File: config.mk
export PLATFORM = sky130hd
export DESIGN_NAME = replay_check_sequencer
export DESIGN_NICKNAME = d
export VERILOG_FILES = /design/src/rtl/replay_pkg.sv /design/src/rtl/replay_check_sequencer.sv
export SDC_FILE = /design/constraint.sdc
export NUM_CORES = 1
export LEC_CHECK = 0
export CAP_MARGIN = 5
export CELL_PAD_IN_SITES_DETAIL_PLACEMENT = 0
export CELL_PAD_IN_SITES_GLOBAL_PLACEMENT = 1
export CORE_ASPECT_RATIO = 0.5
export CORE_MARGIN = 2
export CORE_UTILIZATION = 33
export CTS_CLUSTER_SIZE = 12
export DETAILED_ROUTE_END_ITERATION = 10
export MAX_ROUTING_LAYER = met4
export PLACE_DENSITY_LB_ADDON = 0.05
export SLEW_MARGIN = 30
export SYNTH_ARGS = -nofsm -noshare
export SYNTH_HDL_FRONTEND = slang
export SYNTH_SLANG_ARGS = --single-unit
File: constraint.sdc
create_clock -name clk -period 5.7 [get_ports clk]
set_input_delay 0.57 -clock clk [delete_from_list [all_inputs] [get_ports clk]]
set_output_delay 0.57 -clock clk [all_outputs]
set_load 0.1 [all_outputs]
File: src/rtl/replay_pkg.sv
// Shared definitions for the anti_replay front-end sequencer: register map,
// STATUS bit positions, CTRL reset value and the sequencer FSM encoding.
package replay_pkg;

  localparam logic [4:0] REG_ID            = 5'h00;
  localparam logic [4:0] REG_CHECK_COUNTER = 5'h04;
  localparam logic [4:0] REG_CHECK_NONCE   = 5'h08;
  localparam logic [4:0] REG_VALIDATE      = 5'h0C;
  localparam logic [4:0] REG_STATUS        = 5'h10;
  localparam logic [4:0] REG_LAST_COUNTER  = 5'h14;
  localparam logic [4:0] REG_CTRL          = 5'h18;

  localparam int ST_VALID       = 0;
  localparam int ST_REPLAY      = 1;
  localparam int ST_BAD_COUNTER = 2;
  localparam int ST_BAD_NONCE   = 3;

  // CTRL bit0 clears the nonce cache, bit1 clears the last-counter state.
  localparam logic [31:0] CTRL_RESET_VAL = 32'h0000_0003;
  localparam logic [31:0] VALIDATE_GO    = 32'h0000_0001;

  typedef enum logic [3:0] {
    S_INIT      = 4'd0,
    S_IDLE      = 4'd1,
    S_CAP_NONCE = 4'd2,
    S_WR_CNT    = 4'd3,
    S_WR_NONCE  = 4'd4,
    S_WR_VAL    = 4'd5,
    S_WAIT      = 4'd6,
    S_RD_ADDR   = 4'd7,
    S_RD_LATCH  = 4'd8,
    S_VERDICT   = 4'd9
  } seq_state_e;

  function automatic logic reg_is_read_only(input logic [4:0] addr);
    return (addr == REG_ID) || (addr == REG_STATUS) || (addr == REG_LAST_COUNTER);
  endfunction

  function automatic logic status_is_reject(input logic [3:0] status);
    return status[ST_REPLAY] | status[ST_BAD_COUNTER] | status[ST_BAD_NONCE] | ~status[ST_VALID];
  endfunction

endpackage

File: src/rtl/replay_check_sequencer.sv
// Turns {counter, nonce} header pairs into anti_replay register sequences and
// returns a registered verdict. REPLAY_SEQ_STATS_EN adds accept/reject counters.
module replay_check_sequencer
  import replay_pkg::*;
#(
  parameter int STATUS_WAIT   = 2,
  parameter bit INIT_ON_RESET = 1'b1
) (
  input  logic        clk,
  input  logic        rst,
  input  logic        s_valid,
  output logic        s_ready,
  input  logic [31:0] s_data,
  input  logic        s_last,
  output logic        v_valid,
  input  logic        v_ready,
  output logic        v_accept,
  output logic [3:0]  v_status,
  output logic        v_frame_err,
  output logic [31:0] v_counter,
  output logic [4:0]  ar_addr,
  output logic        ar_we,
  output logic [31:0] ar_wdata,
  input  logic [31:0] ar_rdata,
  output logic        busy,
`ifdef REPLAY_SEQ_STATS_EN
  output logic [15:0] stat_accept,
  output logic [15:0] stat_reject,
`endif
  output seq_state_e  dbg_state
);

  // Handshakes: a word/verdict transfers on a rising edge where valid and ready
  // are both high; a producer holds valid and its payload stable until then.

  localparam logic [4:0] WAIT_LOAD = 5'(STATUS_WAIT - 1);

  seq_state_e  state;
  logic [31:0] cnt_q;
  logic [31:0] nonce_q;
  logic [4:0]  wait_cnt;
  logic        init_sent;
  logic        unused_rdata;

  assign unused_rdata = ^ar_rdata[31:4];
  assign dbg_state    = state;

  always_ff @(posedge clk or posedge rst) begin
    if (rst) begin
      state       <= INIT_ON_RESET ? S_INIT : S_IDLE;
      cnt_q       <= '0;
      nonce_q     <= '0;
      wait_cnt    <= '0;
      init_sent   <= 1'b0;
      s_ready     <= 1'b0;
      v_valid     <= 1'b0;
      v_accept    <= 1'b0;
      v_status    <= '0;
      v_frame_err <= 1'b0;
      v_counter   <= '0;
      ar_addr     <= '0;
      ar_we       <= 1'b0;
      ar_wdata    <= '0;
      busy        <= 1'b0;
    end else begin
      case (state)
        // Outputs are registered, so INIT spends one cycle arming the CTRL
        // write and one cycle presenting it on the port.
        S_INIT: begin
          busy <= 1'b1;
          if (!init_sent) begin
            init_sent <= 1'b1;
            ar_we     <= 1'b1;
            ar_addr   <= REG_CTRL;
            ar_wdata  <= CTRL_RESET_VAL;
          end else begin
            ar_we    <= 1'b0;
            ar_addr  <= '0;
            ar_wdata <= '0;
            busy     <= 1'b0;
            s_ready  <= 1'b1;
            state    <= S_IDLE;
          end
        end

        S_IDLE: begin
          ar_we    <= 1'b0;
          ar_addr  <= '0;
          ar_wdata <= '0;
          busy     <= 1'b0;
          s_ready  <= 1'b1;
          if (s_valid && s_ready) begin
            cnt_q <= s_data;
            busy  <= 1'b1;
            if (s_last) begin
              s_ready     <= 1'b0;
              v_valid     <= 1'b1;
              v_frame_err <= 1'b1;
              v_accept    <= 1'b0;
              v_status    <= '0;
              v_counter   <= s_data;
              state       <= S_VERDICT;
            end else begin
              state <= S_CAP_NONCE;
            end
          end
        end

        S_CAP_NONCE: begin
          if (s_valid && s_ready) begin
            nonce_q <= s_data;
            s_ready <= 1'b0;
            if (!s_last) begin
              v_valid     <= 1'b1;
              v_frame_err <= 1'b1;
              v_accept    <= 1'b0;
              v_status    <= '0;
              v_counter   <= cnt_q;
              state       <= S_VERDICT;
            end else begin
              ar_we    <= 1'b1;
              ar_addr  <= REG_CHECK_COUNTER;
              ar_wdata <= cnt_q;
              state    <= S_WR_CNT;
            end
          end
        end

        S_WR_CNT: begin
          ar_addr  <= REG_CHECK_NONCE;
          ar_wdata <= nonce_q;
          state    <= S_WR_NONCE;
        end

        S_WR_NONCE: begin
          ar_addr  <= REG_VALIDATE;
          ar_wdata <= VALIDATE_GO;
          state    <= S_WR_VAL;
        end

        S_WR_VAL: begin
          ar_we    <= 1'b0;
          ar_addr  <= '0;
          ar_wdata <= '0;
          wait_cnt <= WAIT_LOAD;
          state    <= S_WAIT;
        end

        S_WAIT: begin
          if (wait_cnt == 5'd0) begin
            ar_addr <= REG_STATUS;
            state   <= S_RD_ADDR;
          end else begin
            wait_cnt <= wait_cnt - 5'd1;
          end
        end

        // The checker returns read data one cycle after the address.
        S_RD_ADDR: begin
          ar_addr <= '0;
          state   <= S_RD_LATCH;
        end

        S_RD_LATCH: begin
          v_status    <= ar_rdata[3:0];
          v_accept    <= ar_rdata[ST_VALID];
          v_frame_err <= 1'b0;
          v_counter   <= cnt_q;
          v_valid     <= 1'b1;
          state       <= S_VERDICT;
        end

        S_VERDICT: begin
          if (v_ready) begin
            v_valid <= 1'b0;
            busy    <= 1'b0;
            s_ready <= 1'b1;
            state   <= S_IDLE;
          end
        end

        default: begin
          ar_we   <= 1'b0;
          v_valid <= 1'b0;
          state   <= S_IDLE;
        end
      endcase
    end
  end

`ifdef REPLAY_SEQ_STATS_EN
  // Frame errors carry v_accept=0 and therefore land in the reject count.
  always_ff @(posedge clk or posedge rst) begin
    if (rst) begin
      stat_accept <= '0;
      stat_reject <= '0;
    end else if (v_valid && v_ready) begin
      if (v_accept) begin
        if (stat_accept != 16'hFFFF) stat_accept <= stat_accept + 16'd1;
      end else begin
        if (stat_reject != 16'hFFFF) stat_reject <= stat_reject + 16'd1;
      end
    end
  end
`endif

endmodule
# == After elaboration in Yosys (flattened, before gate mapping) ==
# Index checks and enable logic that the tools add are counted.
# op_classes
muxes,51
div,0
n_eq_ne,18
magnitude_cmp,0
reduce_logical,24
addsub,1
n_bitwise,2
shift,0
n_mul,0
# op_table
cell,count
32-bit two-way mux,6
32-bit one-hot mux with 5 select lines,1
32-bit one-hot mux with 3 select lines,1
4-bit two-way mux,11
4-bit one-hot mux with 10 select lines,1
5-bit one-hot mux with 6 select lines,1
5-bit two-way mux,5
"2-bit inequality test, second input constant",9
"4-bit by 3-bit equality test with 1-bit output, second input constant",4
1-bit two-way mux,16
1-bit one-hot mux with 3 select lines,4
4-bit one-hot mux with 3 select lines,1
6-bit OR reduction,2
5-bit one-hot mux with 2 select lines,1
5-bit AND reduction,2
"4-bit by 2-bit equality test with 1-bit output, second input constant",2
"4-bit equality test, second input constant",2
2-bit AND reduction,4
4-bit AND reduction,2
3-bit AND reduction,2
6-bit AND reduction,1
3-bit nonzero test,2
6-bit nonzero test,1
5-bit logical NOT,1
other kinds (13),14
# word_totals
reg_bits,153
rom_bits,0
latch_bits,0
input_bits,69
word_cells,111
out_inout_bits,83
memories,0
ram_bits,0

# == Logic depth before layout (Yosys ltp) ==
# depth
ltp_word,4
mapped_depth,7
mapped_depth_nobuf,6

# == Least setup slack after synthesis ==
# OpenSTA, ideal clock, no wires.
# synth_timing
path_kind,reg-to-reg
start,"reg state[3], in the netlist dbg_state[3]"
end,reg v_counter[0]
t_required_ns,5.574
path_buffers,2
setup_ns,0.126
path_stages_with_launch,7
path_slack_ns,3.096
arrival_ns,2.478
path_cell_list,dfrtp_1 buf_2 nor4b_4 nor2_4 buf_6 mux2_4 mux2_4
# synth_via
elab_chain_len,3
elab_cells_between_ends,10
cone_classes,eq/ne (7); mux (1); reduce/logical (2)
# synth_lines
element,line,text
start: declaration,replay_check_sequencer.sv:38,seq_state_e state;
start signal: assignment,replay_check_sequencer.sv:50,state <= INIT_ON_RESET ? S_INIT : S_IDLE;
4-bit by 1-bit equality test with 1-bit output (tied with other cells),replay_check_sequencer.sv:66,case (state)
2-bit inequality test (no line) or 3-bit nonzero test (tied branches),--,
5-bit AND reduction (no line),--,
end signal: assignment,replay_check_sequencer.sv:101,v_counter <= s_data;
end signal: assignment,replay_check_sequencer.sv:118,v_counter <= cnt_q;
end signal: assignment,replay_check_sequencer.sv:168,v_counter <= cnt_q;
end: declaration,replay_check_sequencer.sv:20,"output logic [31:0] v_counter,"
# Parallel ways exist; a longest one is shown, timed or not.
# A chain may end at the register's enable or synchronous reset.

# == Final worst setup path ==
# layout_timing
start,"reg state[3], in the netlist dbg_state[3]"
end,out dbg_state[3]
# layout_lines
element,line,text
end: declaration,replay_check_sequencer.sv:30,output seq_state_e dbg_state
# No word-level cell between the ends.

==> impl_metrics.csv <==
group,metric,value,unit
logic_synthesis,synth_cells,533,
worst_setup_path,path_class,"flop to output port",
detailed_routing,wirelength,17.3,mm
logic_synthesis,syn_area,0.00699,sq mm
flow_run,maxCapViolations,0,
timing,slew_headroom,32.0,%
clock_tree,cts_setup_buffers,0,
floorplanning,die-area,0.0224,sq mm
finish,n_antenna_cell,0,
timing,fin_setup_tns,0,ps
timing,rsz0062_at_grt,"no",
detailed_routing,first_pass_iters,4,
logic_synthesis,ys_ff_latch,150,
timing,post-route-period-util,51.5,%
timing,fin_crit,2940,ps
logic_synthesis,yosysTopAreaCell,"dfrtp_1",
logic_synthesis,yosysSeqAreaShare,53.7,%
detailed_routing,drtAntennaViolNets,0,
timing,setup_viol,0,
clock_tree,cts_resized,0,
logic_synthesis,synth_area_leaders,"dfrtp_1, mux2_4, mux2_2, a22oi_1, o21ai_0",
placed_design,place_congestion,0.747,
floorplanning,die_h,107,um
detailed_routing,route.vias.total,4537,
detailed_routing,wire_per_inst,18.6,um
finish,layout_commonest_cell,"dfrtp_1",
placed_design,dp_slack,2450,ps
clock_tree,path_clk_slew,60,ps
detailed_routing,drc,0,
placed_design,hpwlAfterDp,10.8,mm
timing,layout_setup_ws,2760,ps
logic_synthesis,syn_area_per_cell,13.1,sq um
worst_setup_path,cp.arrival,2370,ps
clock_tree,ctsRootBufferMaster,"clkbuf_16",
clock_tree,htree_levels,4,
logic_synthesis,async_reset_ff_share,100,%
floorplanning,die_w,210,um
floorplanning,initial_utilization,33.8,%
hold_path,min_path_type,"flop to flop",
worst_setup_path,path_max_fanout,25,
timing,drv_slew,0,
logic_synthesis,ys_warn_count,0,
logic_synthesis,synth_cell_types,57,
clock_tree,cts_tree,"done",
finish,fin_cells,930,
outcome,status,"completed",
placed_design,dpl.cell_count,898,
logic_synthesis,synth-edff-count,0,
clock_tree,clock_sinks,150,
global_route,overflow,0,
finish,layout_common_cells,"dfrtp_1, clkdlybuf4s50_1, mux2_4",
finish,area_delta_synth_final,30.1,%
floorplanning,top_level_ports,152,
clock_tree,clkLatencyLatePin,420,ps
logic_synthesis,yosys.area.top_type_share,53.7,%
global_route,first_global_vias,4661,
placed_design,buffer_ports.inserted,121,
global_route,grt_pass1_wl,27.5,mm
placed_design,dpl-instance-area,0.00846,sq mm
timing,tightestPinTransition,1020,ps
finish,design_area,0.00909,sq mm
worst_setup_path,cp-start-kind,"flop",
timing,maxClockFrequency,340,MHz
global_route,track_usage,16.5,%
clock_tree,hold_buffers,0,
global_route,antenna_found_initial,0,
global_route,grt_max_degree,91,
timing,hold_violations,0,
logic_synthesis,synth_ff_type,"dfrtp_1",
timing,fin_worst_skew,15.8,ps
clock_tree,cts_buffers,17,
detailed_routing,drtIter0Drc,188,
clock_tree,clockBufferDepth,2,
floorplanning,core,0.0206,sq mm
floorplanning,fp-row-count,37,
worst_setup_path,crit_path_end_kind,"output port",
worst_setup_path,worst-endpoint-required,5130,ps
finish,nNetsFinal,715,
finish,drive_above_1_share,26.5,%
detailed_routing,viasPerCell,4.88,
-- sequential cells by signal (all words and copies together), names as in the netlist --
| register | count |
|---|---|
| ar_wdata | 32 |
| cnt_q | 32 |
| nonce_q | 32 |
| v_counter | 32 |
| wait_cnt | 5 |
| dbg_state | 4 |
| v_status | 4 |
| ar_addr | 3 |
| ar_we | 1 |
| busy | 1 |
| init_sent | 1 |
| s_ready | 1 |
| v_frame_err | 1 |
| v_valid | 1 |
-- routing by layer --
layer	GRT usage (%)	up-vias	wire length, um
met4	3.55	0	73
li1	-	2151	-
met5	-	-	0
met3	3.51	5	561
met1	23.4	2322	8810
met2	24.5	59	7830
-- cells in the mapped netlist (4+ instances only) --
| library cell | instances |
|---|---|
| a21oi_1 | 8 |
| a22o_1 | 6 |
| a22oi_1 | 32 |
| buf_2 | 4 |
| buf_4 | 9 |
| buf_6 | 5 |
| clkbuf_1 | 24 |
| dfrtp_1 | 150 |
| inv_1 | 7 |
| mux2_1 | 11 |
| mux2_2 | 59 |
| mux2_4 | 60 |
| nand2_1 | 36 |
| nand2b_1 | 4 |
| nand3_1 | 5 |
| nor2_1 | 10 |
| nor3_1 | 4 |
| o21ai_0 | 39 |
| xor2_1 | 5 |
-- worst paths after layout --
path	from	end	slack [ps]	cells past startpoint
worst max-delay path	dbg_state[3]$_DFFE_PP0P_	dbg_state[3]	2760	2
worst min-delay path	ar_wdata[6]$_DFFE_PP0P_	ar_wdata[6]$_DFFE_PP0P_	480	2
worst max register to register	dbg_state[0]$_DFFE_PP0P_	v_counter[2]$_DFFE_PP0P_	2810	6
worst min register to register	ar_wdata[6]$_DFFE_PP0P_	ar_wdata[6]$_DFFE_PP0P_	480	2
max in group asynchronous	rst	dbg_state[1]$_DFFE_PP0P_	3710	4
min in group asynchronous	rst	v_counter[3]$_DFFE_PP0P_	530	2
-- through the flow --
| step | hold WS, ps | utilization [%] |
|---|---|---|
| 2_1_floorplan | 459 | - |
| 3_3_place_gp | 463 | 40.7 |
| 3_5_place_dp | 472 | 41.0 |
| 4_1_cts | 487 | 43.9 |
| 5_1_grt | 509 | 44.0 |
| 6_report | 483 | 44.0 |
-- worst max-delay path, cell delays in order (launching register included) --
cell and delay [ps]:
dfrtp_1 440, buf_4 310, clkdlybuf4s50_1 1200
-- layout make-up --
cell class | instances | area (sq um)
well taps | 273 | 342
inverters | 7 | 31.3
repair buffers | 136 | 1380
multi-input cells | 333 | 2980
fillers | 1930 | 11600
clock buffers | 20 | 457
clock inverters | 11 | 140
flip-flops and latches | 150 | 3750
-- logic make-up after synthesis --
logic type / after synthesis / share of synthesized area [%]
multiplexers: 131 / 24.3
flip-flops: 150 / 53.7
adder cells (fa/ha/maj): 1 / 0.179
buffers and inverters: 51 / 3.83
AND/OR/NAND/NOR: 80 / 6.21
XOR/XNOR: 6 / 0.752
AO/OA/AOI/OAI: 113 / 10.9
other: 1 / 0.0537
Power is not shown: default switching activity piles up to over one toggle a cycle in this logic, so the estimate is an artifact.
